$ cat src/rtl/mc_ctrl.sv
// ---------------------------------------------------------------------------
// mc_ctrl
//
// Control FSM for the multi-cycle, single-ported MIPS datapath. Each
// instruction is walked through FETCH, DECODE, EXEC and, when needed, MEM
// and WB. The FSM drives the per-cycle enables and selects, waits on the
// variable-latency instruction and data memories with a bounded timeout,
// and counts retired instructions.
//
// Ports:
//   clk, rst        rising-edge clock, asynchronous active-high reset
//   run             leave IDLE and begin fetching
//   halt            return to IDLE at the next retire boundary
//   imem_ready      instruction word valid this cycle
//   dmem_ready      data access complete this cycle
//   jump_type       decoder branch/jump class (nop/beq/jal/jr/j/bodd)
//   we_dmem         decoder: store
//   we_regfile      decoder: register writeback requested
//   en_rdata        decoder: load
//   alu_zero        rs1 == rs2, valid in EXEC
//   rs1_odd         bit 0 of rs1, valid in EXEC
//   imem_req        instruction fetch request
//   ir_we           latch the instruction register
//   pc_we, pc_sel   PC write enable and next-PC source
//   dmem_req        data memory request
//   dmem_we         data memory write qualifier
//   rf_we, rf_wsel  register file write enable and data source
//   busy            FSM is executing (not IDLE, not ERR)
//   err             sticky memory timeout flag
//   retired         retired-instruction count, wraps
//   state           current FSM state encoding
// ---------------------------------------------------------------------------
module mc_ctrl #(
    parameter int DWIDTH  = 32,
    parameter int TMO_W   = 4,
    parameter int TMO_MAX = 15
) (
    input  logic              clk,
    input  logic              rst,
    input  logic              run,
    input  logic              halt,
    input  logic              imem_ready,
    input  logic              dmem_ready,
    input  logic [2:0]        jump_type,
    input  logic              we_dmem,
    input  logic              we_regfile,
    input  logic              en_rdata,
    input  logic              alu_zero,
    input  logic              rs1_odd,
    output logic              imem_req,
    output logic              ir_we,
    output logic              pc_we,
    output logic [1:0]        pc_sel,
    output logic              dmem_req,
    output logic              dmem_we,
    output logic              rf_we,
    output logic [1:0]        rf_wsel,
    output logic              busy,
    output logic              err,
    output logic [DWIDTH-1:0] retired,
    output logic [2:0]        state
);

    typedef enum logic [2:0] {
        S_IDLE   = 3'b000,
        S_FETCH  = 3'b001,
        S_DECODE = 3'b010,
        S_EXEC   = 3'b011,
        S_MEM    = 3'b100,
        S_WB     = 3'b101,
        S_ERR    = 3'b111
    } state_t;

    localparam logic [2:0] JT_NOP  = 3'b000;
    localparam logic [2:0] JT_BEQ  = 3'b001;
    localparam logic [2:0] JT_JAL  = 3'b010;
    localparam logic [2:0] JT_JR   = 3'b011;
    localparam logic [2:0] JT_J    = 3'b100;
    localparam logic [2:0] JT_BODD = 3'b101;

    localparam logic [1:0] PC_PLUS4  = 2'b00;
    localparam logic [1:0] PC_BRANCH = 2'b01;
    localparam logic [1:0] PC_JUMP   = 2'b10;
    localparam logic [1:0] PC_RS1    = 2'b11;

    localparam logic [1:0] WSEL_ALU  = 2'b00;
    localparam logic [1:0] WSEL_MEM  = 2'b01;
    localparam logic [1:0] WSEL_LINK = 2'b10;

    localparam logic [TMO_W-1:0] TMO_LIMIT = TMO_W'(TMO_MAX);

    state_t            cur_state;
    state_t            next_state;
    logic [TMO_W-1:0]  tmo_cnt;
    logic              retire;

    // State register plus the bookkeeping that rides on it. The timeout
    // counter only ever advances while a memory wait keeps the FSM parked
    // in FETCH or MEM; any transition restarts it from zero.
    always_ff @(posedge clk or posedge rst) begin
        if (rst) begin
            cur_state <= S_IDLE;
            tmo_cnt   <= '0;
            err       <= 1'b0;
            retired   <= '0;
        end else begin
            cur_state <= next_state;
            if (next_state != cur_state) begin
                tmo_cnt <= '0;
            end else if (cur_state == S_FETCH || cur_state == S_MEM) begin
                tmo_cnt <= tmo_cnt + TMO_W'(1);
            end
            if (next_state == S_ERR) begin
                err <= 1'b1;
            end
            if (retire) begin
                retired <= retired + DWIDTH'(1);
            end
        end
    end

    // Next-state logic. A ready seen on the same cycle the wait count sits
    // at the limit still completes the access, because ready is tested
    // first. Every retire funnels through one point so halt is only ever
    // looked at on an instruction boundary.
    always_comb begin
        next_state = cur_state;
        retire     = 1'b0;
        case (cur_state)
            S_IDLE: begin
                if (run) next_state = S_FETCH;
            end
            S_FETCH: begin
                if (imem_ready)                 next_state = S_DECODE;
                else if (tmo_cnt == TMO_LIMIT)  next_state = S_ERR;
            end
            S_DECODE: begin
                next_state = S_EXEC;
            end
            S_EXEC: begin
                case (jump_type)
                    JT_JAL: next_state = S_WB;
                    JT_NOP: begin
                        if (we_dmem || en_rdata) next_state = S_MEM;
                        else if (we_regfile)     next_state = S_WB;
                        else                     retire     = 1'b1;
                    end
                    default: retire = 1'b1;
                endcase
            end
            S_MEM: begin
                if (dmem_ready) begin
                    if (we_dmem) retire     = 1'b1;
                    else         next_state = S_WB;
                end else if (tmo_cnt == TMO_LIMIT) begin
                    next_state = S_ERR;
                end
            end
            S_WB: begin
                retire = 1'b1;
            end
            S_ERR: begin
                next_state = S_ERR;
            end
            default: begin
                next_state = S_IDLE;
            end
        endcase
        if (retire) next_state = halt ? S_IDLE : S_FETCH;
    end

    // Output decode. Everything defaults low; branch and jump classes never
    // reach WB except jal, so the register file is only written for
    // ALU ops, loads and the jal link.
    always_comb begin
        imem_req = 1'b0;
        ir_we    = 1'b0;
        pc_we    = 1'b0;
        pc_sel   = PC_PLUS4;
        dmem_req = 1'b0;
        dmem_we  = 1'b0;
        rf_we    = 1'b0;
        rf_wsel  = WSEL_ALU;
        busy     = (cur_state != S_IDLE) && (cur_state != S_ERR);
        case (cur_state)
            S_FETCH: begin
                imem_req = 1'b1;
                if (imem_ready) begin
                    ir_we  = 1'b1;
                    pc_we  = 1'b1;
                    pc_sel = PC_PLUS4;
                end
            end
            S_EXEC: begin
                case (jump_type)
                    JT_BEQ: begin
                        pc_we  = alu_zero;
                        pc_sel = alu_zero ? PC_BRANCH : PC_PLUS4;
                    end
                    JT_BODD: begin
                        pc_we  = rs1_odd;
                        pc_sel = rs1_odd ? PC_BRANCH : PC_PLUS4;
                    end
                    JT_J, JT_JAL: begin
                        pc_we  = 1'b1;
                        pc_sel = PC_JUMP;
                    end
                    JT_JR: begin
                        pc_we  = 1'b1;
                        pc_sel = PC_RS1;
                    end
                    default: begin
                        pc_we  = 1'b0;
                    end
                endcase
            end
            S_MEM: begin
                dmem_req = 1'b1;
                dmem_we  = we_dmem;
            end
            S_WB: begin
                rf_we = 1'b1;
                if (jump_type == JT_JAL) rf_wsel = WSEL_LINK;
                else if (en_rdata)       rf_wsel = WSEL_MEM;
                else                     rf_wsel = WSEL_ALU;
            end
            default: begin
                imem_req = 1'b0;
            end
        endcase
    end

    assign state = cur_state;

endmodule
$ cat config.mk
export PLATFORM = sky130hd
export DESIGN_NAME = mc_ctrl
export DESIGN_NICKNAME = d
export VERILOG_FILES = /design/src/rtl/mc_ctrl.sv
export SDC_FILE = /design/constraint.sdc
export NUM_CORES = 1
export LEC_CHECK = 0
export BUFFER_PORTS_ARGS = -buffer_cell sky130_fd_sc_hd__clkbuf_2
export CAP_MARGIN = 20
export CORE_MARGIN = 2
export CORE_UTILIZATION = 51
export CTS_CLUSTER_SIZE = 40
export DETAILED_ROUTE_END_ITERATION = 16
export HOLD_SLACK_MARGIN = 0.03
export PLACE_DENSITY = 0.82
export REMOVE_ABC_BUFFERS = 1
export SYNTH_ARGS = -nofsm -noshare
export SYNTH_HDL_FRONTEND = slang
export SYNTH_SLANG_ARGS = --single-unit
$ cat constraint.sdc
create_clock -name clk -period 3.17 [get_ports clk]
set_input_delay 0.4755 -clock clk [delete_from_list [all_inputs] [get_ports clk]]
set_output_delay 0.4755 -clock clk [all_outputs]
set_load 0.03 [all_outputs]
* Word level (Yosys, flattened, before mapping)
Cells that the tools add are included.
W data, S select, Z words.
** Operators by class
- Add/sub/neg operators :: 2
- Equal/unequal tests :: 15
- Mux-type cells :: 34
- Reduce and logical (&&, ||, !) cells :: 9
** Operators by type and width (count)
- $add A32 B1 Y32 const B :: 1
- $mux W3 :: 8
- $pmux W3 S7 :: 1
- $eq A3 B3 Y1 const B :: 6
- $mux W1 :: 14
- $eq A3 B2 Y1 const B :: 4
- $mux W4 :: 2
- $pmux W2 S4 :: 1
- $eq A3 B1 Y1 const B :: 2
- $logic_not A3 Y1 :: 2
- $mux W2 :: 3
- $pmux W1 S3 :: 2
- $pmux W3 S2 :: 1
- $add A4 B1 Y4 const B :: 1
- $eq A4 B4 Y1 const B :: 1
- $pmux W1 S2 :: 2
- $ne A3 B3 Y1 :: 1
- $ne A3 B3 Y1 const B :: 1
- $reduce_bool A3 Y1 :: 1
- $reduce_or A3 Y1 :: 1
- $logic_or A1 B1 Y1 :: 2
- $reduce_bool A2 Y1 :: 1
- $reduce_or A2 Y1 :: 1
- $logic_and A1 B1 Y1 :: 1
** Storage, ports and cells
- Bits in registers :: 40
- Input bits :: 14
- Output and inout port bits :: 47
- Word-level logic and storage cells :: 64

* Logic depth before layout (Yosys ltp)
Gate-level depths: netlist of the first run.
- Depth after elaboration :: 7
- Mapped depth :: 7
- Gate-level depth less buffers :: 6

* Worst setup path before layout of the first run
No wires, ideal clock.
- Path kind :: register to output
- From :: register cur_state[1] (netlist: state[1])
- To :: output port dmem_we
- Data arrival time :: 2.070 ns
- Required time :: 2.694 ns
- Path slack :: 0.625 ns
- Cell stages (with the launch flop) :: 4
- Path buffers :: 1
- Path through :: dfrtp_1 buf_1 nor3b_1 and2_1
** On the way
- Longest elaborated chain between the ends :: 2
** Ends and longest elaborated chain
- start, declared :: line 92 : state_t cur_state;
- start signal, assigned :: line 107 : cur_state <= next_state;
- $eq A3 B3 Y1 :: line 185 : case (cur_state)
- $mux W1 :: line 185
- end, declared :: line 55 : output logic dmem_we,
No other way between the ends.

* Worst setup path after layout of the first run
- From :: register cur_state[0] (netlist: state[0])
- To :: output port pc_we
** On the way
- Longest elaborated chain between the ends :: 2
- Elaborated cells between the ends (all ways) :: 3
- Those cells by class :: 2 x eq/ne; 1 x mux
** Ends and longest elaborated chain
- $eq A3 B2 Y1 / $eq A3 B1 Y1 (equally long branches) :: line 185
- $pmux W1 S2 * :: line 185
- end, declared :: line 52 : output logic pc_we,
Mark *: on every way between the ends. The rest lies on a longest branch, timed or not.

==> results.toml, run 1 <==
[critical_path]
crit_path_end_kind = "primary output"
ff2ff_path_depth = 5
worstSetupStartpointType = "flip-flop"
cp_data_arrival_time_ns = 1.78
timing.rr.start = "state[2]"
critPathLaunch = "state[0]"
worstPathRequired_ns = 2.69
crit_type = "flip-flop to primary output"
path_max_fanout = 15
r2r_slack_ns = 0.93

[pwr]
seqPwrFrac_pct = 40.2
combPwrFrac_pct = 35.7
internal-power_mw = 1.018
netSwitchingFraction_pct = 40.29
vdd_drop_max_uv = 320.9
power_switching_mw = 0.6869
powerDensity_nw_per_um2 = 644.5
p_leak_nw = 1.309
p_clk_share_pct = 24.2

[clock_tree]
ctsHoldBuffers = 0
cts_buffers = 5
ctsLongestPathBuffers = 2
cts_htree_levels = 2
clockRootBuffer = "clkbuf_8"
cts_resized = 0
clk_latency_ns = 0.30
clk_pin_slew_ns = 0.08
cts_tree = "built"
cts_sinks = 40
cts_setup_buffers = 0

[synthesis]
yosys.area.top_type = "dfrtp_1"
synth_top_cell_area_share_pct = 45.51
yosysSeqAreaShare_pct = 45.51
syn_avg_cell_area_um2 = 9.908
yosys.area_share.simple_pct = 25.88
synthFlopType = "dfrtp_1"
syn_area_um2 = 2200
synth-seq-cells = 40
async_reset_ff_share_pct = 100.0
ys_types = 42
syn_inst = 222
synth_fa_ha_area_share_pct = 1.138
synth_top_family_by_area = "simple AND/OR/NAND/NOR gates"
yosys_warnings = 0
synthTopCellsByArea = "dfrtp_1 46%, xnor2_1 9.6%, xor2_1 4.4%, nand3_1 3.6%, nand2_1 2.9%"
synthMuxAreaShare_pct = 2.332
synth_edf_count = 0
synth_compound_area_share_pct = 7.850
synthXorXnorAreaFrac_pct = 13.94

[grt]
grt.total_usage_pct = 20.85
grt_pass1_vias = 1762
grt_start_max_net_pins = 41
antenna_found_initial = 0
grt_pass1_wl_mm = 8.183
grt-ovfl-total = 0

[timing]
max_slew_margin_pct = 46.94
setup_viol = 0
setup_slack_ns = 0.9165
post-route-period-util_pct = 71.09
tightest_slew_ns = 0.7959
fin_worst_skew_ns = 0.01140
report.final.hold_viol_count = 0
max_freq_mhz = 443.8
hold_ws_ns = 0.2663
setup_tns_ns = 0
min_period_ns = 2.254
rsz0062_at_grt = "no"
slew_violations = 0

[routing]
drtAntennaViolNets = 0
vias = 1862
via_per_inst = 5.575
detail_route.iter0.violations = 84
totalWireLength_mm = 4.805
drtPass1Iterations = 4
wl_per_cell_um = 14.39
drc = 0

[run_status]
status = "finished clean"

[cells_and_area]
layout.nets = 299
fillers = 363
regArea_um2 = 1001
multi_input_area_um2 = 1125
area_delta_synth_final_pct = 20.25
final_cell_mix = "60 x clkbuf_2, 40 x dfrtp_1, 24 x xnor2_1"
n_antenna_cell = 0
final_area_um2 = 2645
stdcell_count = 334
mostFrequentLayoutCell = "clkbuf_2"
drive_gt1_share_pct = 27.82

[flow_run]
maxCapViolations = 0

[floorplanning]
fp.dieW_um = 69.68
die_h_um = 69.68
coreArea_um2 = 4086
die_area_um2 = 4855
io-pin-count = 61
start_util_pct = 53.83
rows = 23

[placed_design]
numPortBuffers = 60
dpl.cell_count = 326
dpl_worst_slack_ns = 0.9420
place_area_um2 = 2537
place_hpwl_mm = 3.520
place.gp.congestion = 0.8673

[hold_path]
hold_class = "input port to async pin"
==> power groups by stage <==
stage / Combinational, mW / Sequential [mW] / Clock (mW)
2_1_floorplan: 0.350 / 0.772 / 0
3_3_place_gp: 0.596 / 0.690 / 0
3_5_place_dp: 0.610 / 0.693 / 0
4_1_cts: 0.613 / 0.684 / 0.419
5_1_grt: 0.667 / 0.701 / 0.449
6_report: 0.608 / 0.685 / 0.412
==> cells in the mapped netlist, drive strengths merged (2+ instances only) <==
| cell | instances |
|---|---|
| dfrtp | 40 |
| xnor2 | 24 |
| nand2 | 17 |
| nor2 | 17 |
| nand3 | 16 |
| nand4 | 11 |
| nor3 | 11 |
| xor2 | 11 |
| inv | 9 |
| a21oi | 7 |
| and3 | 6 |
| buf | 5 |
| nor4 | 5 |
| o21ai | 5 |
| mux2i | 4 |
| a21o | 3 |
| and4 | 3 |
| clkbuf | 3 |
| a21bo | 2 |
| a21boi | 2 |
| and2 | 2 |
| ha | 2 |
| nor3b | 2 |
| or3 | 2 |
==> kinds of logic after synthesis <==
kind of cell / after synthesis
xor gates and xnor gates: 35
AOI/OAI and AO/OA: 25
muxes: 5
adders and majority gates: 2
buffers and inverters: 17
DFF: 40
and+or+nand+nor: 98
==> worst paths after layout <==
| kind | endpoint |
|---|---|
| max in group asynchronous | retired[30] |
| min in group clk | state[0] |
| max | pc_we |
| min reg2reg | retired[31] |
| max reg2reg | retired[28] |
| min | retired[10] |
==> area by class of cell <==
cell class,instances,area share (%)
inverter,9,1.277
clock buffer,6,2.744
timing repair buffer,62,11.92
sequential,40,37.84
multi-input combinational,165,42.53
tap,50,2.365
clock inverter,2,1.325
==> per-stage QoR <==
step | total power [mW] | util, %
after floorplan | 1.122 | -
after global placement | 1.286 | 62.09
after detailed placement | 1.304 | 62.09
after CTS | 1.715 | 64.73
after global routing | 1.816 | 64.73
final | 1.705 | 64.73
==> state kept, by name, indices dropped and copies added (netlist names) <==
name     flops
err          1
state        3
retired     32
tmo_cnt      4
==> worst max-delay path: stages, from the launching register on <==
cell and delay, ns:
dfrtp_1 0.62, nand2_1 0.15, or2_2 0.32, o21ai_0 0.17, clkbuf_2 0.23
==> layer usage <==
metal	share of wire [%]	vias up	track usage, %
li1	-	905	-
met1	45	892	28.08
met2	47	51	31.62
met3	5.0	14	5.233
met4	2.5	0	9.829
met5	0	-	0
Power figures use the tool's default switching activity.
==> inputs of run 2 (changes only) <==
--- a/config.mk
+++ b/config.mk
@@ -5,6 +5,7 @@
 export SDC_FILE = /design/constraint.sdc
 export NUM_CORES = 1
 export LEC_CHECK = 0
+export ABC_AREA = 1
 export BUFFER_PORTS_ARGS = -buffer_cell sky130_fd_sc_hd__clkbuf_2
 export CAP_MARGIN = 20
 export CORE_MARGIN = 2
@@ -12,7 +13,7 @@
 export CTS_CLUSTER_SIZE = 40
 export DETAILED_ROUTE_END_ITERATION = 16
 export HOLD_SLACK_MARGIN = 0.03
-export PLACE_DENSITY = 0.82
+export PLACE_DENSITY = 0.8
 export REMOVE_ABC_BUFFERS = 1
 export SYNTH_ARGS = -nofsm -noshare
 export SYNTH_HDL_FRONTEND = slang
==> constraint.sdc (replaced) <==
create_clock -name clk -period 2.1 [get_ports clk]
set_input_delay 0.315 -clock clk [delete_from_list [all_inputs] [get_ports clk]]
set_output_delay 0.315 -clock clk [all_outputs]
set_load 0.03 [all_outputs]
==> run 2 against run 1 <==
  * Worst setup slack got worse by 0.79 ns
  * Synthesized area increased by 19%
  * Register-to-register slack worse by 0.63 ns
  * Via count rose by 32%
  * Cell area rose by 17%
  * Synthesized cell count is 56% higher
  * Clock power is 27% higher
==> results.toml, run 2 <==
[floorplanning]
die_h_um = 75.51
start_util_pct = 52.05
fp.dieW_um = 75.51
io-pin-count = 61
rows = 26
coreArea_um2 = 5010
die_area_um2 = 5701

[critical_path]
crit_type = "flip-flop to primary output"
worstSetupStartpointType = "flip-flop"
crit_chain = "inv_4, nand3_2, inv_2, o211ai_1, o41ai_1, buf_4"
timing.rr.start = "state[2]"
r2r-end = "retired[27]"
ff2ff_path_depth = 9
crit_path_end_kind = "primary output"
cp_slowest_cell = "dfrtp_1"
r2r_slack_ns = 0.30
cp_data_arrival_time_ns = 1.66
max_stage_delay_ns = 0.50
worstPathRequired_ns = 1.78
path_max_fanout = 10

[routing]
vias = 2449
drtPass1Iterations = 4
drc = 0
wl_per_cell_um = 12.19
detail_route.iter0.violations = 121
drtAntennaViolNets = 0
totalWireLength_mm = 5.886
via_per_inst = 5.070

[grt]
antenna_found_initial = 0
grt_start_max_net_pins = 41
grt_pass1_vias = 2328
grt_pass1_wl_mm = 9.887
grt.total_usage_pct = 22.27
grt-ovfl-total = 0

[timing]
slew_violations = 0
tightest_slew_ns = 0.4868
min_period_ns = 1.978
setup_slack_ns = 0.1223
setup_viol = 0
post-route-period-util_pct = 94.18
fin_worst_skew_ns = 0.005776
max_slew_margin_pct = 67.55
max_freq_mhz = 505.6
rsz0062_at_grt = "no"
report.final.hold_viol_count = 0

[cells_and_area]
multi_input_area_um2 = 1391
post-route-util_pct = 61.51
mostFrequentLayoutCell = "nand2_1"
top_register = "retired"
largest_register_ffs = 32
final_cell_mix = "91 x nand2_1, 59 x clkbuf_2, 43 x inv_1"
drive_gt1_share_pct = 24.70
area_delta_synth_final_pct = 18.19
regArea_um2 = 1002
n_antenna_cell = 0
layout.nets = 428
fillers = 487

[clock_tree]
cts_htree_levels = 2
clockRootBuffer = "clkbuf_8"
cts_sinks = 40
ctsLongestPathBuffers = 2
cts_buffers = 5
cts_tree = "built"
clk_pin_slew_ns = 0.08
cts_setup_buffers = 0
clk_latency_ns = 0.29

[synthesis]
syn_inst = 346
yosys_warnings = 0
synthTopCellsByArea = "dfrtp_1 38%, nand2_1 13%, xor2_1 7.7%, inv_1 6.2%, nand3_1 5.4%"
yosysSeqAreaShare_pct = 38.39
synth_top_cell_area_share_pct = 38.39
syn_avg_cell_area_um2 = 7.536
syn_area_um2 = 2608
synth_common_cells = "91 x nand2_1, 43 x inv_1, 40 x dfrtp_1"
synth_edf_count = 0
yosys.area.top_type = "dfrtp_1"
synth-seq-cells = 40
synth.most_common_cell = "nand2_1"
synthFlopType = "dfrtp_1"
ys_types = 35
async_reset_ff_share_pct = 100.0

[pwr]
combPwrFrac_pct = 52.4
vdd_drop_max_uv = 891.4
powerDensity_nw_per_um2 = 1149
seqPwrFrac_pct = 32.7
p_clk_share_pct = 14.8
internal-power_mw = 1.744
power_switching_mw = 1.797
p_leak_nw = 1.658
netSwitchingFraction_pct = 50.75

[placed_design]
dpl_worst_slack_ns = 0.2774
place_hpwl_mm = 4.624
numPortBuffers = 60
place.gp.congestion = 0.8834

[run_status]
status = "finished clean"

[hold_path]
hold_class = "input port to async pin"

[flow_run]
maxCapViolations = 0
run 2: layout make-up:
class / count / share of cell area, %
multi-input combinational: 254 / 45.15
sequential: 40 / 32.52
timing repair buffer: 63 / 10.56
inverter: 48 / 5.928
tap: 70 / 2.842
clock buffer: 6 / 2.680
clock inverter: 2 / 0.3248
run 2: power by group through the flow:
| stage | Clock (mW) | Sequential (mW) | Combinational [mW] |
|---|---|---|---|
| after CTS | 0.540 | 1.16 | 1.87 |
| final | 0.525 | 1.16 | 1.86 |
| after global routing | 0.570 | 1.19 | 2.05 |
| after floorplan | 0 | 1.45 | 1.08 |
| after global placement | 0 | 1.17 | 1.84 |
| after detailed placement | 0 | 1.17 | 1.85 |
run 2: critical path: cells and delay by family, from the launching register on:
family          cells  cell delay, ns
simple gates        1            0.15
buf+inv             3            0.51
flops               1            0.50
compound gates      2            0.20
run 2: cell families after synthesis:
family	count (synthesis)	share of synthesized area [%]
simple gates	207	38.29
buf+inv	52	8.253
compound gates	14	3.647
flops	40	38.39
mux	1	0.3839
fa+ha+maj	2	0.9595
xor+xnor	30	10.08
run 2: per-stage QoR:
stage | instances | hold WS (ns) | TNS (ns) | instance area, µm² | total power, mW
2_1_floorplan | 342 | 0.4879 | -0.2273 | 2575 | 2.526
3_3_place_gp | 475 | 0.4397 | 0 | 2985 | 3.004
4_1_cts | 483 | 0.1334 | 0 | 3078 | 3.563
6_report | 483 | 0.1125 | 0 | 3082 | 3.541
5_1_grt | 483 | 0.1886 | 0 | 3082 | 3.808
3_5_place_dp | 475 | 0.4498 | 0 | 2985 | 3.025
run 2: what timing repair did:
action | in CTS | in global routing
setup endpoints to repair | 0 | 2
hold buffers | 0 | 0
hold endpoints to repair | 0 | 0
gates resized for setup | 0 | 3
run 2: layer usage:
metal,vias to the layer above,GRT usage (%),routed length [µm]
met3,6,3.704,303
met2,67,40.19,2925
met5,-,0,0
li1,1230,-,-
met4,0,6.238,71
met1,1146,27.45,2585
run 2: worst max path at each step:
stage                   from           to  slack (ns)  depth (start not counted)
finish              state[2]    pc_sel[0]        0.12                          6
global route        state[2]    pc_sel[0]        0.02                          6
CTS                 state[2]    pc_sel[0]        0.08                          6
detailed placement  state[0]   tmo_cnt[3]        0.28                         10
global placement    state[2]  retired[27]        0.30                          9
floorplan           state[0]    pc_sel[0]       -0.15                          2
==> inputs of run 3 (changes only) <==
--- a/config.mk
+++ b/config.mk
@@ -10,7 +10,7 @@
 export CAP_MARGIN = 20
 export CORE_MARGIN = 2
 export CORE_UTILIZATION = 51
-export CTS_CLUSTER_SIZE = 40
+export CTS_CLUSTER_SIZE = 12
 export DETAILED_ROUTE_END_ITERATION = 16
 export HOLD_SLACK_MARGIN = 0.03
 export PLACE_DENSITY = 0.8
==> constraint.sdc (replaced) <==
create_clock -name clk -period 2.2 [get_ports clk]
set_input_delay 0.33 -clock clk [delete_from_list [all_inputs] [get_ports clk]]
set_output_delay 0.33 -clock clk [all_outputs]
set_load 0.03 [all_outputs]
==> run 3 against run 2 <==
  * Wire length up 3.4%
  * Flip-flop and latch count unchanged
  * Count of clock-buffer cells in the layout down 1
  * Total power down 2.3%
  * Non-clock buffer count down 1
  * Global-route usage up 0.58 points
  * Cell count down 0.21%
  * Combinational power down 6%
  * Critical endpoint unchanged
  * Die area unchanged
  * Sequential share of layout area down 0.12 points
  * Hold slack better by 0.0039 ns
==> results.toml, run 3 (synthesis results as in run 2) <==
[run_status]
status = "finished clean"

[cells_and_area]
largest_register_ffs = 32
n_antenna_cell = 0
post-route-util_pct = 61.66
top_register = "retired"
fillers = 472
area_delta_synth_final_pct = 18.47
drive_gt1_share_pct = 24.27
final_cell_mix = "91 x nand2_1, 60 x clkbuf_2, 43 x inv_1"
layout.nets = 427
mostFrequentLayoutCell = "nand2_1"

[timing]
report.final.hold_viol_count = 0
fin_worst_skew_ns = 0.005518
setup_viol = 0
max_slew_margin_pct = 66.37
max_freq_mhz = 489.3
hold_ws_ns = 0.1164
slew_violations = 0
min_period_ns = 2.044
tightest_slew_ns = 0.5045
rsz0062_at_grt = "no"
post-route-period-util_pct = 92.89

[clock_tree]
cts_htree_levels = 2
ctsHoldBuffers = 0
cts_setup_buffers = 0
clk_latency_ns = 0.30
cts_tree = "built"
cts_sinks = 40
ctsLongestPathBuffers = 2
clockRootBuffer = "clkbuf_8"
cts_buffers = 5
clk_pin_slew_ns = 0.08
cts_resized = 0

[hold_path]
hold_class = "input port to async pin"

[pwr]
powerDensity_nw_per_um2 = 1120
vdd_drop_max_uv = 904.3
power_switching_mw = 1.725
netSwitchingFraction_pct = 49.86
combPwrFrac_pct = 50.5
p_leak_nw = 1.656
internal-power_mw = 1.735
p_clk_share_pct = 17.6
seqPwrFrac_pct = 31.9

[floorplanning]
coreArea_um2 = 5010
fp.dieW_um = 75.51
io-pin-count = 61
start_util_pct = 52.05
die_area_um2 = 5701
rows = 26
die_h_um = 75.51

[placed_design]
place_hpwl_mm = 4.635
place.gp.congestion = 0.9019
numPortBuffers = 60

[routing]
drtPass1Iterations = 4
via_per_inst = 5.129
totalWireLength_mm = 6.086
detail_route.iter0.violations = 75
wl_per_cell_um = 12.63
vias = 2472
drc = 0
drtAntennaViolNets = 0

[critical_path]
worstPathRequired_ns = 1.87
crit_path_end_kind = "primary output"
worstSetupStartpointType = "flip-flop"
cp_data_arrival_time_ns = 1.71
path_max_fanout = 10
crit_type = "flip-flop to primary output"

[grt]
grt_start_max_net_pins = 41
grt.total_usage_pct = 22.86
grt_pass1_wl_mm = 10.01
antenna_found_initial = 0
grt-ovfl-total = 0
grt_pass1_vias = 2289

[flow_run]
maxCapViolations = 0
## run 3: cell type report
type,count,area (µm²),share of cell area (%)
Tap cell,70,87.58,2.835
Clock inverter,3,42.54,1.377
Timing Repair Buffer,62,315.3,10.21
Sequential cell,40,1001,32.40
Multi-Input combinational cell,254,1391,45.04
Inverter,48,182.7,5.913
Clock buffer,5,68.82,2.228
## run 3: final timing paths
kind / from / end / slack, ns / depth (start not counted)
setup / recovery: state[2] / pc_sel[0] / 0.16 / 6
hold / removal: rst / tmo_cnt[1] / 0.12 / 3
setup reg to reg: state[2] / tmo_cnt[1] / 0.35 / 11
hold reg to reg: err / err / 0.48 / 1
max in group asynchronous: rst / retired[4] / 1.73 / 3
min in group clk: halt / state[0] / 0.32 / 4
## run 3: stage by stage
| step | worst slack [ns] | power (mW) | cell area (µm²) | std cells | TNS [ns] |
|---|---|---|---|---|---|
| 5_1_grt | 0.03635 | 3.712 | 3089 | 482 | 0 |
| 6_report | 0.1564 | 3.460 | 3089 | 482 | 0 |
| 3_3_place_gp | 0.3880 | 2.849 | 2978 | 474 | 0 |
| 3_5_place_dp | 0.3193 | 2.869 | 2978 | 474 | 0 |
| 2_1_floorplan | -0.06236 | 2.411 | 2575 | 342 | -0.06236 |
| 4_1_cts | 0.1405 | 3.481 | 3089 | 482 | 0 |
## run 3: critical path, cell delays in order, from the launching register on
cell and delay (ns):
dfrtp_1 0.50, inv_4 0.16, nand3_2 0.15, inv_2 0.13
o211ai_1 0.11, o41ai_1 0.09, clkbuf_2 0.27
## run 3: power groups by stage
| stage | clock network (mW) | logic, mW | registers, mW |
|---|---|---|---|
| final | 0.608 | 1.75 | 1.10 |
| after global routing | 0.641 | 1.94 | 1.14 |
| after CTS | 0.617 | 1.76 | 1.10 |
| after detailed placement | 0 | 1.75 | 1.12 |
| after global placement | 0 | 1.73 | 1.12 |
| after floorplan | 0 | 1.03 | 1.38 |
## run 3: metal layers
| layer | track usage (%) | up-vias | wire length, µm |
|---|---|---|---|
| met3 | 4.630 | 9 | 393 |
| met1 | 29.21 | 1154 | 2615 |
| met2 | 39.03 | 81 | 2992 |
| li1 | - | 1228 | - |
| met5 | 0 | - | 0 |
| met4 | 7.407 | 0 | 85 |
